### src/rtl/pcs_enc4b5b.sv
// -----------------------------------------------------------------------------
// pcs_enc4b5b -- 100BASE-X PCS transmit encoder (MII nibbles -> 4B/5B).
//
// Replaces the first preamble byte with J/K, appends T/R after the frame,
// maps TX_ER to H, drops frames that start inside the minimum inter-packet
// gap, and counts frames that are actually started (J emitted).
//
// Parameters:
//   LANES    nibbles per clock (1 or 2); lane 0 is the earlier nibble
//   MIN_IPG  minimum idle code groups between R and the next J (0 = no drop)
//
// Ports:
//   i_clk         clock
//   i_res         synchronous active-high reset
//   i_tx_en       MII TX_EN
//   i_tx_er       MII TX_ER, applies to every lane of the cycle
//   i_data        nibbles, lane n at [4n+3:4n]
//   o_data        code groups, lane n at [5n+4:5n], bit 4 transmitted first
//   o_busy        high whenever the encoder is not in IDLE
//   o_drop        one-cycle pulse when a frame is dropped for IPG violation
//   o_frame_cnt   frames started, wraps 0xFFFF -> 0
//
// Configuration macro:
//   PCS_ENC4B5B_NRZI_EN  when defined, o_data carries NRZI-coded bits through
//                        one extra pipeline stage (latency 2); the status
//                        outputs are delayed by the same stage.
// -----------------------------------------------------------------------------
module pcs_enc4b5b #(
    parameter int LANES   = 1,
    parameter int MIN_IPG = 24
) (
    input  logic                 i_clk,
    input  logic                 i_res,
    input  logic                 i_tx_en,
    input  logic                 i_tx_er,
    input  logic [4*LANES-1:0]   i_data,
    output logic [5*LANES-1:0]   o_data,
    output logic                 o_busy,
    output logic                 o_drop,
    output logic [15:0]          o_frame_cnt
);

    localparam int CW = $clog2(MIN_IPG + LANES + 1);
    localparam logic [CW-1:0] GAP_MAX  = CW'(MIN_IPG);
    localparam logic [CW-1:0] GAP_STEP = CW'(LANES);

    localparam logic [4:0] C_I = 5'b11111;
    localparam logic [4:0] C_J = 5'b11000;
    localparam logic [4:0] C_K = 5'b10001;
    localparam logic [4:0] C_T = 5'b01101;
    localparam logic [4:0] C_R = 5'b00111;
    localparam logic [4:0] C_H = 5'b00100;

    typedef enum logic [2:0] {
        S_IDLE,
        S_SSD_K,
        S_DATA,
        S_ESD_R,
        S_IPG,
        S_DROP
    } state_t;

    function automatic logic [4:0] f_enc(input logic [3:0] nib);
        logic [4:0] code;
        case (nib)
            4'h0: code = 5'b11110;
            4'h1: code = 5'b01001;
            4'h2: code = 5'b10100;
            4'h3: code = 5'b10101;
            4'h4: code = 5'b01010;
            4'h5: code = 5'b01011;
            4'h6: code = 5'b01110;
            4'h7: code = 5'b01111;
            4'h8: code = 5'b10010;
            4'h9: code = 5'b10011;
            4'hA: code = 5'b10110;
            4'hB: code = 5'b10111;
            4'hC: code = 5'b11010;
            4'hD: code = 5'b11011;
            4'hE: code = 5'b11100;
            default: code = 5'b11101;
        endcase
        return code;
    endfunction

    state_t               r_state;
    logic                 r_prev_en;
    logic [CW-1:0]        r_gap;
    logic [5*LANES-1:0]   r_code;
    logic                 r_busy;
    logic                 r_drop;
    logic [15:0]          r_frame_cnt;

    state_t               w_state_nxt;
    logic [5*LANES-1:0]   w_code_nxt;
    logic [CW-1:0]        w_gap_nxt;
    logic [CW-1:0]        w_gap_inc;
    logic                 w_drop_nxt;
    logic                 w_cnt_inc;
    logic                 w_idle_only;
    logic                 w_gap_clr;
    logic                 w_start;
    logic                 w_gap_ok;

    // The previous-enable register resets high, so a tx_en already high at
    // reset release is not mistaken for a frame start.
    assign w_start   = i_tx_en & ~r_prev_en;
    assign w_gap_ok  = (r_gap >= GAP_MAX);
    assign w_gap_inc = r_gap + GAP_STEP;

    always_comb begin
        // NOTE: every signal gets a default before the case so no path can
        // leave one unassigned and infer a latch.
        w_state_nxt = r_state;
        w_code_nxt  = {LANES{C_I}};
        w_drop_nxt  = 1'b0;
        w_cnt_inc   = 1'b0;
        w_idle_only = 1'b0;
        w_gap_clr   = 1'b0;

        case (r_state)
            S_IDLE, S_IPG: begin
                w_idle_only = 1'b1;
                if (w_start) begin
                    if (w_gap_ok) begin
                        w_idle_only = 1'b0;
                        w_cnt_inc   = 1'b1;
                        // Lane 0 carries J, lane 1 (if present) carries K.
                        for (int l = 0; l < LANES; l++) begin
                            w_code_nxt[5*l +: 5] = (l == 0) ? C_J : C_K;
                        end
                        w_state_nxt = (LANES == 1) ? S_SSD_K : S_DATA;
                    end else begin
                        w_drop_nxt  = 1'b1;
                        w_state_nxt = S_DROP;
                    end
                end else if (r_state == S_IPG && w_gap_ok) begin
                    w_state_nxt = S_IDLE;
                end
            end

            S_SSD_K: begin
                if (i_tx_en) begin
                    w_code_nxt[4:0] = C_K;
                    w_state_nxt     = S_DATA;
                end else begin
                    w_code_nxt[4:0] = C_T;
                    w_state_nxt     = S_ESD_R;
                end
            end

            S_DATA: begin
                if (i_tx_en) begin
                    for (int l = 0; l < LANES; l++) begin
                        w_code_nxt[5*l +: 5] = i_tx_er ? C_H : f_enc(i_data[4*l +: 4]);
                    end
                end else if (LANES == 1) begin
                    w_code_nxt[4:0] = C_T;
                    w_state_nxt     = S_ESD_R;
                end else begin
                    // Two-lane delimiter: T then R in the same cycle.
                    for (int l = 0; l < LANES; l++) begin
                        w_code_nxt[5*l +: 5] = (l == 0) ? C_T : C_R;
                    end
                    w_gap_clr   = 1'b1;
                    w_state_nxt = S_IPG;
                end
            end

            S_ESD_R: begin
                w_code_nxt[4:0] = C_R;
                w_gap_clr       = 1'b1;
                w_state_nxt     = S_IPG;
            end

            S_DROP: begin
                w_idle_only = 1'b1;
                if (!i_tx_en) begin
                    w_state_nxt = S_IPG;
                end
            end

            default: begin
                w_state_nxt = S_IDLE;
            end
        endcase

        // Gap counter: cleared with R, counts idle code groups, saturates.
        if (w_gap_clr) begin
            w_gap_nxt = '0;
        end else if (w_idle_only) begin
            w_gap_nxt = (w_gap_inc >= GAP_MAX) ? GAP_MAX : w_gap_inc;
        end else begin
            w_gap_nxt = r_gap;
        end
    end

    always_ff @(posedge i_clk) begin
        // NOTE: sequential state uses non-blocking assignments so every
        // register samples the pre-edge values regardless of statement order.
        if (i_res) begin
            r_state     <= S_IDLE;
            r_prev_en   <= 1'b1;
            r_gap       <= GAP_MAX;
            r_code      <= {LANES{C_I}};
            r_busy      <= 1'b0;
            r_drop      <= 1'b0;
            r_frame_cnt <= '0;
        end else begin
            r_state     <= w_state_nxt;
            r_prev_en   <= i_tx_en;
            r_gap       <= w_gap_nxt;
            r_code      <= w_code_nxt;
            r_busy      <= (w_state_nxt != S_IDLE);
            r_drop      <= w_drop_nxt;
            r_frame_cnt <= r_frame_cnt + 16'(w_cnt_inc);
        end
    end

`ifdef PCS_ENC4B5B_NRZI_EN
    // NRZI stage: the line toggles on every 1, walking lane 0 bit 4 first.
    logic                 r_line;
    logic [5*LANES-1:0]   r_nrzi;
    logic                 r_busy_d;
    logic                 r_drop_d;
    logic [15:0]          r_frame_cnt_d;
    logic [5*LANES-1:0]   w_nrzi;
    logic                 w_line_end;

    always_comb begin
        logic v_line;
        v_line = r_line;
        w_nrzi = '0;
        for (int l = 0; l < LANES; l++) begin
            for (int b = 4; b >= 0; b--) begin
                v_line = v_line ^ r_code[5*l + b];
                w_nrzi[5*l + b] = v_line;
            end
        end
        w_line_end = v_line;
    end

    always_ff @(posedge i_clk) begin
        if (i_res) begin
            r_line        <= 1'b0;
            r_nrzi        <= '0;
            r_busy_d      <= 1'b0;
            r_drop_d      <= 1'b0;
            r_frame_cnt_d <= '0;
        end else begin
            r_line        <= w_line_end;
            r_nrzi        <= w_nrzi;
            r_busy_d      <= r_busy;
            r_drop_d      <= r_drop;
            r_frame_cnt_d <= r_frame_cnt;
        end
    end

    assign o_data      = r_nrzi;
    assign o_busy      = r_busy_d;
    assign o_drop      = r_drop_d;
    assign o_frame_cnt = r_frame_cnt_d;
`else
    assign o_data      = r_code;
    assign o_busy      = r_busy;
    assign o_drop      = r_drop;
    assign o_frame_cnt = r_frame_cnt;
`endif

endmodule

### config.mk
export PLATFORM = sky130hd
export DESIGN_NAME = pcs_enc4b5b
export DESIGN_NICKNAME = d
export VERILOG_FILES = /design/src/rtl/pcs_enc4b5b.sv
export SDC_FILE = /design/constraint.sdc
export NUM_CORES = 1
export LEC_CHECK = 0
export ABC_CLOCK_PERIOD_IN_PS = 6400
export BUFFER_PORTS_ARGS = -buffer_cell sky130_fd_sc_hd__buf_2
export CORE_ASPECT_RATIO = 0.75
export CORE_UTILIZATION = 58
export DETAILED_ROUTE_END_ITERATION = 10
export GPL_ROUTABILITY_DRIVEN = 0
export PLACE_DENSITY = 0.94
export SYNTH_ARGS = -nofsm -noshare
export SYNTH_HDL_FRONTEND = slang
export SYNTH_SLANG_ARGS = --single-unit
### constraint.sdc
create_clock -name i_clk -period 6.4 [get_ports i_clk]
set_input_delay 1.92 -clock i_clk [delete_from_list [all_inputs] [get_ports i_clk]]
set_output_delay 1.92 -clock i_clk [all_outputs]
set_load 0.05 [all_outputs]
==> After elaboration in Yosys (flattened, before gate mapping) <==
Memory sizes are Yosys's and may differ from the RTL's.
Cells that the tools add are included.
{ "word_totals": {"mem_count": 1, "wordCells": 52, "input_bits": 8, "out_inout_bits": 23, "romBits": 80, "regBits": 32} }
{ "mem_list": {"columns": ["name", "depth", "width", "rd", "rd_ports_with_merged_regs", "write_ports", "line", "text"], "rows": [
  ["(no name shown)", 16, 5, 1, 0, 0, "65", "case (nib)"]
]} }
{ "classes": {"n_lt_le_gt_ge": 2, "muxes": 23, "n_eq_ne": 5, "bitwise_logic": 4, "reduce_logical": 7, "n_addsub": 2} }
{ "ops": {"columns": ["cell", "n"], "rows": [
  ["$mux W5", 6],
  ["$mux W3", 7],
  ["$pmux W5 S4", 1],
  ["$add A16 B1 Y16", 1],
  ["$pmux W3 S5", 1],
  ["$ge A5 B5 Y1 const B", 2],
  ["$mux W1", 7],
  ["$eq A3 B2 Y1 const B", 2],
  ["$eq A3 B3 Y1 const B", 2],
  ["$add A5 B1 Y5 const B", 1],
  ["$reduce_or A2 Y1", 2],
  ["$eq A3 B1 Y1 const B", 1],
  ["$logic_not A3 Y1", 1],
  ["$not A1 Y1", 3],
  ["$reduce_bool A3 Y1", 1],
  ["$reduce_or A3 Y1", 1],
  ["$pmux W1 S2", 1],
  ["$reduce_bool A2 Y1", 1],
  ["$and A1 B1 Y1", 1],
  ["$logic_and A1 B1 Y1", 1]
]} }

==> Longest topological paths before layout <==
Gate-level depths: netlist of run 1.
{ "depth": {"ltp_word": 6, "depth_mapped": 10, "depth_no_buf": 8} }

==> Worst setup path after synthesis of run 1 <==
OpenSTA, ideal clock, no wires.
{ "synth_timing": {"kind": "input -> register", "from": "input i_tx_en", "to": "register r_frame_cnt[12], in the netlist o_frame_cnt[12]", "t_arrival_ns": 3.369, "path_slack_ns": 2.903, "setup_time_ns": 0.128, "stages": 10, "n_path_buf": 2, "required_time_ns": 6.272, "cell_sequence": "buf_6 > nor3b_4 > and3b_1 > ha_1 > ha_1 > and2_1 > clkbuf_1 > nand4_1 > xor2_1 > nor2_1"} }
{ "synth_between": {"elab_chain_len": 4} }
{ "synth_rtl": {"columns": ["item", "line", "text"], "rows": [
  ["start: declaration", "34", "input logic i_tx_en,"],
  ["$and A1 B1 Y1", "107", "assign w_start = i_tx_en & ~r_prev_en;"],
  ["$mux W1", "124", "if (w_start) begin"],
  ["$mux W1", "121", "case (r_state)"],
  ["$add A16 B1 Y16", "216", "r_frame_cnt <= r_frame_cnt + 16'(w_cnt_inc);"],
  ["end signal: assignment", "216", null],
  ["end: declaration", "92", "logic [15:0] r_frame_cnt;"]
]} }
Every way passes these cells.
A chain may end at the register's enable or synchronous reset.

==> Worst setup path in the final report of run 1 <==
Ends and elaborated chain as after synthesis.

==> results of run 1 <==
[sequential cells by signal, indices dropped and copies added (netlist names)]
name / flops
o_busy: 1
o_data: 5
o_drop: 1
o_frame_cnt: 16
r_state: 3
r_prev_en: 1
r_gap: 5
[power breakdown]
group | internal, mW | leakage, nW | switching [mW]
clock network | 0.0622 | 0.0374 | 0.0651
registers | 0.204 | 0.259 | 0.00620
logic | 0.0139 | 0.448 | 0.0301
total | 0.280 | 0.744 | 0.101
[through the flow]
step           worst slack, ps  utilization [%]
2_1_floorplan             2900                -
3_3_place_gp              2860             69.5
3_5_place_dp              2700             69.5
4_1_cts                   3050             72.2
5_1_grt                   2950             72.2
6_report                  3050             72.2
[worst max-delay path by stage]
stage / start / to / slack (ps) / depth (start not counted)
floorplan: i_tx_en / o_frame_cnt[12]$_SDFF_PP0_ / 2900 / 10
global placement: i_tx_en / o_frame_cnt[12]$_SDFF_PP0_ / 2860 / 9
detailed placement: i_tx_en / o_frame_cnt[12]$_SDFF_PP0_ / 2700 / 9
CTS: i_tx_en / o_frame_cnt[12]$_SDFF_PP0_ / 3050 / 9
global route: i_tx_en / o_frame_cnt[12]$_SDFF_PP0_ / 2950 / 9
finish: i_tx_en / o_frame_cnt[12]$_SDFF_PP0_ / 3050 / 9
[cell usage in the layout (no fill, tap or decap), drive strengths merged, types with 5 or more instances in the layout]
cell type  instances
a21oi              8
buf               30
clkbuf             7
dfxtp             32
ha                 5
inv                6
nand2              9
nand3             11
nor2              20
nor3               5
o21ai              8
xor2              13
[worst register-to-register path, delay by kind of cell, from the launching register on]
family / cells / cell delay, ps
xor+xnor: 1 / 180
simple gates: 5 / 1000
fa+ha+maj: 2 / 340
flops: 1 / 500
[area by class of cell]
type,instances,area share [%]
clock buffers,7,3.72
inverters,6,1.29
multi-input cells,127,47.3
flip-flops and latches,32,36.6
well taps,34,2.43
repair buffers,30,8.59
[layer usage]
layer / wire, µm / part of all wire [%] / up-vias / global-route usage, %
met5: 0 / 0 / - / 0
met4: 137 / 4.3 / 0 / 17.8
met3: 143 / 4.5 / 17 / 5.79
met2: 1480 / 46 / 45 / 38.3
met1: 1440 / 45 / 613 / 30.2
li1: - / - / 660 / -
[logic make-up (layout without fill, tap and decap cells)]
kind of cell,after synthesis,in the layout,synth area share (%)
adder cells (fa/ha/maj),5,5,4.03
flip-flops,32,32,41.3
AND/OR/NAND/NOR,75,75,26.4
XOR/XNOR,16,16,9.03
buffers and inverters,17,43,5.40
multiplexers,2,2,1.94
AO/OA/AOI/OAI,29,29,11.9
==> flow_metrics.py, run 1 <==
metrics = {
    "status": {
        "status": "completed",
    },
    "worst_setup_path": {
        "cpMostUsedCell": "ha_1",
        "cp_num_buf_inv": 1,
        "reg2reg_depth": 8,
        "slowest_delay_ps": 270,
        "r2r-end": "o_frame_cnt[12]$_SDFF_PP0_",
        "setup.worst_path.class": "in2reg",
        "cp_max_fo": 10,
        "cp_top_family": "simple AND/OR/NAND/NOR gates",
        "slowest_stage": "nor3b_4",
        "r2r_start": "r_state[0]$_SDFF_PP0_",
        "crit_chain": "buf_2 -> nor3b_4 -> and3b_1 -> ha_1 -> ha_1 -> and2_1 -> nand4_1 -> xor2_1 -> nor2_1",
        "critPathCaptureType": "flip-flop",
        "r2r_setup_slack_ps": 4260,
        "start_kind": "input pin",
        "worstPathArrival_ps": 3560,
        "cp.required_ps": 6610,
    },
    "yosys": {
        "synth_seq_cells": 32,
        "ys.warnings.count": 0,
        "netlist_area_um2": 1550,
        "async_flop_share_pct": 0,
        "netlist.area_leader.share_pct": 41.3,
        "netlist_instances": 176,
        "synth_edf_count": 0,
        "syn_area_per_cell_um2": 8.82,
        "synth_fp_nets": 189,
        "yosysMostFrequentCell": "dfxtp_1",
        "ys_top_cells_by_area": "dfxtp_1 (41%), xor2_1 (7.3%), nor2_1 (4.8%), ha_1 (4.0%), nand3_1 (3.5%)",
        "synthTopCellsByCount": "dfxtp_1 (32), nor2_1 (20), xor2_1 (13), nand3_1 (11), nand2_1 (9)",
        "yosysSeqAreaShare_pct": 41.3,
        "synth_ff_type": "dfxtp_1",
        "synth_top_cell_by_area": "dfxtp_1",
        "synthDistinctLibCells": 41,
    },
    "cells_and_area": {
        "fin_nets": 215,
        "multi_input_area_um2": 827,
        "final_cells": 236,
        "n_fill_cell": 187,
        "drive_gt1_share_pct": 20.3,
        "diodes": 0,
        "area_delta_synth_final_pct": 12.7,
        "final_area_um2": 1750,
        "seq_area_um2": 641,
    },
    "timing": {
        "max_slew_margin_pct": 61.5,
        "grt_setup_unrepaired": "false",
        "setup_violations": 0,
        "max_freq_mhz": 299,
        "finClkSkew_ps": 8.91,
        "worstMarginPinSlew_ps": 577,
        "fin_crit_sh_pct": 52.3,
        "slew_viol_final": 0,
        "holdWs_ps": 508,
        "hold_violations": 0,
        "finalSetupTns_ps": 0,
        "finalCriticalPeriod_ps": 3350,
    },
    "global_route": {
        "grt_max_degree": 28,
        "grt_pass1_wl_um": 4930,
        "grt_overflow": 0,
        "grt_pass1_vias": 1164,
        "grt.total_usage_pct": 24.5,
        "antenna_found_initial": 0,
    },
    "floorplanning": {
        "fp.dieW_um": 61.7,
        "die_area_um2": 2890,
        "ios": 31,
        "start_util_pct": 64.1,
        "die_y_um": 46.8,
        "core_area_um2": 2420,
        "rows": 15,
    },
    "power_and_ir_drop": {
        "p_leak_nw": 0.744,
        "vdd_drop_max_v": 0.000140,
        "power_mw": 0.382,
        "power.density_nw_per_um2": 218,
    },
    "min_path": {
        "hold_path_class": "reg2reg",
        "hold_path_depth": 2,
        "whs_endpoint": "r_gap[1]$_SDFFE_PP0P_",
        "min_from": "r_gap[1]$_SDFFE_PP0P_",
    },
    "clock_tree": {
        "numClockSinks": 32,
        "clk_pin_slew_worst_paths_ps": 100,
        "numCtsBuffers": 5,
        "cts_resized": 0,
        "htree_levels": 2,
        "cts_tree": "built",
        "postCtsHoldBufs": 0,
        "ctsLongestPathBuffers": 2,
        "clock-root-buffer": "clkbuf_4",
        "clk_latency_ps": 330,
        "postCtsSetupBuffers": 0,
    },
    "detailed_routing": {
        "avgRoutedWirePerCell_um": 13.5,
        "drtIter0Drc": 64,
        "ant_nets": 0,
        "drc": 0,
        "dr_total_vias": 1335,
        "drt-total-wl_um": 3200,
        "firstDrtPassIters": 4,
        "viasPerCell": 5.66,
    },
    "placed_design": {
        "dp_hpwl_um": 2340,
        "port_buffers": 30,
        "postPlaceCellArea_um2": 1680,
        "place_inst": 229,
    },
    "run": {
        "max_cap_violations": 0,
    },
}
Power figures use the tool's default switching activity.
==> run 2, diff against run 1 <==
==> config.mk (replaced) <==
export PLATFORM = sky130hd
export DESIGN_NAME = pcs_enc4b5b
export DESIGN_NICKNAME = d
export VERILOG_FILES = /design/src/rtl/pcs_enc4b5b.sv
export SDC_FILE = /design/constraint.sdc
export NUM_CORES = 1
export LEC_CHECK = 0
export ABC_AREA = 1
export ABC_CLOCK_PERIOD_IN_PS = 3010
export BUFFER_PORTS_ARGS = -buffer_cell sky130_fd_sc_hd__buf_2
export CORE_ASPECT_RATIO = 0.75
export CORE_UTILIZATION = 49
export DETAILED_ROUTE_END_ITERATION = 10
export GPL_ROUTABILITY_DRIVEN = 0
export PLACE_DENSITY = 0.86
export SYNTH_ARGS = -nofsm -noshare
export SYNTH_HDL_FRONTEND = slang
export SYNTH_SLANG_ARGS = --single-unit
==> constraint.sdc (replaced) <==
create_clock -name i_clk -period 3.01 [get_ports i_clk]
set_input_delay 0.903 -clock i_clk [delete_from_list [all_inputs] [get_ports i_clk]]
set_output_delay 0.903 -clock i_clk [all_outputs]
set_load 0.05 [all_outputs]
==> flow_metrics.py, run 2 <==
metrics = {
    "status": {
        "status": "completed",
    },
    "worst_setup_path": {
        "startpoint": "i_tx_en",
        "cp.required_ps": 3190,
        "worstPathArrival_ps": 2480,
        "r2r_start": "r_state[0]$_SDFF_PP0_",
        "reg2reg_depth": 12,
        "r2r_setup_slack_ps": 950,
        "r2r-end": "o_frame_cnt[14]$_SDFF_PP0_",
        "critPathCaptureType": "flip-flop",
        "cp_max_fo": 7,
        "start_kind": "input pin",
        "setup.worst_path.class": "in2reg",
    },
    "yosys": {
        "ys.warnings.count": 0,
        "netlist_area_um2": 1590,
        "synthMuxAreaShare_pct": 0,
        "synth-simple-area-share_pct": 35.1,
        "yosysMostFrequentCell": "nand2_1",
        "synthTopCellsByCount": "nand2_1 (52), dfxtp_1 (32), inv_1 (30), nor2_1 (28), nand3_1 (18)",
        "syn_area_per_cell_um2": 6.95,
        "netlist_instances": 229,
        "ys_top_cells_by_area": "dfxtp_1 (40%), nand2_1 (12%), inv_1 (7.1%), nor2_1 (6.6%), nand3_1 (5.7%)",
        "synth_top_cell_by_area": "dfxtp_1",
        "synth_edf_count": 0,
        "yosys.area_share.adder_pct": 3.93,
        "synth_top_family_by_area": "simple AND/OR/NAND/NOR gates",
        "synth_seq_cells": 32,
        "synth_fp_nets": 242,
        "yosysSeqAreaShare_pct": 40.3,
        "async_flop_share_pct": 0,
        "synthXorXnorAreaFrac_pct": 1.65,
        "synth_ff_type": "dfxtp_1",
        "synth-compound-area-share_pct": 9.51,
        "netlist.area_leader.share_pct": 40.3,
        "synthDistinctLibCells": 24,
    },
    "power_and_ir_drop": {
        "power.density_nw_per_um2": 533,
        "vdd_drop_max_v": 0.000424,
        "p_leak_nw": 0.898,
        "power_mw": 1.01,
    },
    "timing": {
        "finClkSkew_ps": 7.23,
        "setup_slack_ps": 711,
        "fin_crit_sh_pct": 76.4,
        "setup_violations": 0,
        "finalCriticalPeriod_ps": 2300,
        "slew_viol_final": 0,
        "holdWs_ps": 501,
        "max_freq_mhz": 435,
        "max_slew_margin_pct": 73.8,
        "finalSetupTns_ps": 0,
        "hold_violations": 0,
        "worstMarginPinSlew_ps": 392,
        "grt_setup_unrepaired": "false",
    },
    "detailed_routing": {
        "viasPerCell": 5.15,
        "wl_met3_um": 195,
        "firstDrtPassIters": 5,
        "ant_nets": 0,
        "drtIter0Drc": 105,
        "drt-total-wl_um": 3450,
        "drc": 0,
        "dr_total_vias": 1560,
        "met1_length_um": 1730,
        "met2_length_um": 1450,
        "top_layer": "met4",
        "avgRoutedWirePerCell_um": 11.4,
    },
    "global_route": {
        "grt_pass1_wl_um": 5930,
        "grt_overflow": 0,
        "grt_max_degree": 15,
        "grt.total_usage_pct": 23.5,
        "grt_pass1_vias": 1350,
        "antenna_found_initial": 0,
    },
    "clock_tree": {
        "htree_levels": 2,
        "numClockSinks": 32,
        "postCtsSetupBuffers": 0,
        "cts_tree": "built",
        "numCtsBuffers": 5,
        "postCtsHoldBufs": 0,
        "clk_latency_ps": 290,
        "ctsLongestPathBuffers": 2,
        "clock-root-buffer": "clkbuf_8",
        "clk_pin_slew_worst_paths_ps": 70,
        "cts_resized": 0,
    },
    "floorplanning": {
        "die_y_um": 51.4,
        "core_area_um2": 3020,
        "die_area_um2": 3480,
        "rows": 17,
        "start_util_pct": 52.7,
        "ios": 31,
        "fp.dieW_um": 67.8,
    },
    "placed_design": {
        "place_inst": 295,
        "postPlaceCellArea_um2": 1780,
        "port_buffers": 30,
        "dp_hpwl_um": 2520,
        "preCtsSetupSlack_ps": 420,
    },
    "cells_and_area": {
        "n_fill_cell": 267,
        "final_cell_mix": "nand2_1 (52), dfxtp_1 (32), inv_1 (30), buf_2 (30), nor2_1 (28)",
        "final_area_um2": 1890,
        "final_util_pct": 62.7,
        "drive_gt1_share_pct": 21.5,
        "fin_nets": 277,
        "largest_reg_flops": 16,
        "diodes": 0,
        "area_delta_synth_final_pct": 18.9,
        "final_common_cell": "nand2_1",
        "final_cells": 303,
    },
    "min_path": {
        "hold_path_depth": 2,
        "whs_endpoint": "o_frame_cnt[9]$_SDFF_PP0_",
        "hold_path_class": "reg2reg",
        "min_from": "o_frame_cnt[9]$_SDFF_PP0_",
    },
    "run": {
        "max_cap_violations": 0,
    },
}
==> run 2: changes by cell type in the layout (fill, tap and decap cells not counted), moves of 4 or more <==
cell | previous run | this run
nand4_1 | 3 | 7
nor2_1 | 20 | 28
nor2b_1 | 4 | 0
nor2_2 | 0 | 4
a21oi_1 | 8 | 13
o21ai_0 | 8 | 3
nand3_1 | 11 | 18
inv_2 | 0 | 7
clkbuf_4 | 5 | 0
o21ai_1 | 0 | 7
xor2_1 | 13 | 2
nand2_1 | 9 | 52
inv_1 | 6 | 30
==> run 2: critical path: stages <==
cell	delay, ps
buf_2	150
inv_2	80
nor2_4	90
nand2_1	80
nor2_1	140
ha_1	160
ha_1	150
nand2_1	90
nor2_2	190
nand2_2	120
nor2_4	120
nand3_1	80
nand2_1	60
nor2_1	40
==> run 2: area by class of cell <==
class | count | area, µm² | area share, %
Clock buffer | 5 | 68.8 | 3.64
Sequential cell | 32 | 641 | 33.8
Inverter | 38 | 144 | 7.60
Timing Repair Buffer | 30 | 150 | 7.93
Multi-Input combinational cell | 157 | 800 | 42.2
Clock inverter | 3 | 42.5 | 2.25
Tap cell | 38 | 47.5 | 2.51
==> run 2: cells by family after synthesis <==
kind of cell,count (synthesis)
buffers and inverters,40
adder cells (fa/ha/maj),5
XOR/XNOR,3
AND/OR/NAND/NOR,121
flip-flops,32
AO/OA/AOI/OAI,28
==> run 2: worst max-delay path by stage <==
stage,end,slack [ps],depth (start not counted)
CTS,o_frame_cnt[14]$_SDFF_PP0_,700,14
global placement,o_frame_cnt[10]$_SDFF_PP0_,500,13
global route,o_frame_cnt[14]$_SDFF_PP0_,480,14
finish,o_frame_cnt[14]$_SDFF_PP0_,710,14
detailed placement,o_frame_cnt[14]$_SDFF_PP0_,420,14
floorplan,o_frame_cnt[14]$_SDFF_PP0_,720,13
==> run 2: layer usage <==
metal	vias to the layer above	track usage [%]
met3	7	7.59
li1	798	-
met1	719	32.7
met2	36	31.5
met5	-	0
met4	0	12.2
==> run 2: power by group <==
group / internal, mW / switching [mW] / total (mW) / leakage, nW
combinational: 0.0396 / 0.101 / 0.141 / 0.584
sequential: 0.442 / 0.0149 / 0.456 / 0.260
clock: 0.245 / 0.166 / 0.411 / 0.0541
total: 0.726 / 0.282 / 1.01 / 0.898
==> run 3, diff against run 2 <==
--- a/config.mk
+++ b/config.mk
@@ -6,7 +6,7 @@
 export NUM_CORES = 1
 export LEC_CHECK = 0
 export ABC_AREA = 1
-export ABC_CLOCK_PERIOD_IN_PS = 3010
+export ABC_CLOCK_PERIOD_IN_PS = 2100
 export BUFFER_PORTS_ARGS = -buffer_cell sky130_fd_sc_hd__buf_2
 export CORE_ASPECT_RATIO = 0.75
 export CORE_UTILIZATION = 49
==> constraint.sdc (replaced) <==
create_clock -name i_clk -period 2.1 [get_ports i_clk]
set_input_delay 0.63 -clock i_clk [delete_from_list [all_inputs] [get_ports i_clk]]
set_output_delay 0.63 -clock i_clk [all_outputs]
set_load 0.05 [all_outputs]
==> flow_metrics.py, run 3 (synthesized netlist as in run 2, its figures left out) <==
metrics = {
    "floorplanning": {
        "rows": 17,
        "start_util_pct": 52.7,
        "die_y_um": 51.4,
        "ios": 31,
        "core_area_um2": 3020,
        "die_area_um2": 3480,
        "fp.dieW_um": 67.8,
    },
    "timing": {
        "finalSetupTns_ps": 0,
        "setup_slack_ps": 225,
        "setup_violations": 0,
        "finClkSkew_ps": 8.26,
        "fin_crit_sh_pct": 89.3,
        "hold_violations": 0,
        "grt_setup_unrepaired": "false",
        "finalCriticalPeriod_ps": 1880,
        "max_slew_margin_pct": 78.2,
        "slew_viol_final": 0,
        "worstMarginPinSlew_ps": 327,
        "max_freq_mhz": 533,
    },
    "detailed_routing": {
        "dr_total_vias": 1562,
        "drc": 0,
        "drt-total-wl_um": 3470,
        "ant_nets": 0,
        "avgRoutedWirePerCell_um": 11.2,
        "drtIter0Drc": 85,
        "firstDrtPassIters": 4,
        "viasPerCell": 5.04,
    },
    "placed_design": {
        "dp_hpwl_um": 2570,
        "postPlaceCellArea_um2": 1830,
        "preCtsSetupSlack_ps": -40.8,
        "port_buffers": 30,
    },
    "clock_tree": {
        "postCtsHoldBufs": 0,
        "clock-root-buffer": "clkbuf_8",
        "numCtsBuffers": 5,
        "clk_pin_slew_worst_paths_ps": 70,
        "cts_tree": "built",
        "cts_resized": 0,
        "clk_latency_ps": 280,
        "ctsLongestPathBuffers": 2,
        "numClockSinks": 32,
        "postCtsSetupBuffers": 0,
        "htree_levels": 2,
    },
    "cells_and_area": {
        "area_delta_synth_final_pct": 22.3,
        "fin_nets": 284,
        "largest_reg_flops": 16,
        "final_common_cell": "nand2_1",
        "final_area_um2": 1950,
        "final_util_pct": 64.5,
        "final_cell_mix": "nand2_1 (52), dfxtp_1 (32), inv_1 (30), buf_2 (30), nor2_1 (28)",
        "drive_gt1_share_pct": 23.2,
        "diodes": 0,
    },
    "worst_setup_path": {
        "worstPathArrival_ps": 2050,
        "cp.required_ps": 2270,
        "setup.worst_path.class": "reg2reg",
        "cp_max_fo": 5,
        "critPathCaptureType": "flip-flop",
        "start_kind": "flip-flop",
    },
    "power_and_ir_drop": {
        "p_leak_nw": 0.936,
        "power.density_nw_per_um2": 740,
        "vdd_drop_max_v": 0.000574,
    },
    "status": {
        "status": "completed",
    },
    "global_route": {
        "grt_pass1_vias": 1397,
        "grt_pass1_wl_um": 5920,
        "antenna_found_initial": 0,
        "grt_overflow": 0,
        "grt.total_usage_pct": 22.9,
        "grt_max_degree": 15,
    },
    "min_path": {
        "hold_path_class": "reg2reg",
    },
    "run": {
        "max_cap_violations": 0,
    },
}
## run 3: cell types whose count changed in the layout (fill, tap and decap cells not counted)
| cell | previous run | this run |
|---|---|---|
| nor2_4 | 2 | 3 |
| buf_4 | 0 | 7 |
| clkbuf_1 | 0 | 1 |
| clkinvlp_4 | 1 | 0 |
| nor2_2 | 4 | 3 |
## run 3: metal layers
layer  up-vias  GRT usage [%]  wire length, µm  part of all wire (%)
met5         -              0                0                     0
met4         0           7.99               51                   1.5
met3         8           5.58              163                   4.7
met2        36           34.0             1520                    44
met1       710           32.0             1740                    50
li1        808              -                -                     -
## run 3: area by class of cell
type	instances	area [µm²]
multi-input combinational	157	805
fill	276	1070
sequential	32	641
clock buffer	6	72.6
inverter	38	144
clock inverter	2	35.0
tap	38	47.5
timing repair buffer	37	203
## run 3: worst max-delay path: stages, from the launching register on
cell	delay (ps)
dfxtp_1	400
nor2_4	200
nand2_1	90
nor2_1	140
ha_1	170
ha_1	160
nand2_1	100
nor2_2	130
nand2_2	100
nor2_4	120
xnor2_1	120
nor2_1	50
## run 3: report_power, final
| part | switching, mW | leakage, nW | internal [mW] |
|---|---|---|---|
| clock | 0.221 | 0.0552 | 0.352 |
| combinational | 0.147 | 0.621 | 0.0646 |
| sequential | 0.0239 | 0.260 | 0.633 |
## run 3: final timing paths
check	startpoint	end	slack [ps]	cells after the start
worst max-delay path	r_state[0]$_SDFF_PP0_	o_frame_cnt[10]$_SDFF_PP0_	220	11
worst min-delay path	o_frame_cnt[15]$_SDFF_PP0_	o_frame_cnt[15]$_SDFF_PP0_	500	2
worst max register to register	r_state[0]$_SDFF_PP0_	o_frame_cnt[10]$_SDFF_PP0_	220	11
worst min register to register	o_frame_cnt[15]$_SDFF_PP0_	o_frame_cnt[15]$_SDFF_PP0_	500	2
## run 3: through the flow
step / hold WS [ps] / total power [mW] / std cells
detailed placement: 492 / 0.876 / 302
finish: 498 / 1.44 / 310
global placement: 479 / 0.871 / 302
global route: 536 / 1.50 / 310
floorplan: 483 / 0.819 / 229
CTS: 501 / 1.45 / 310
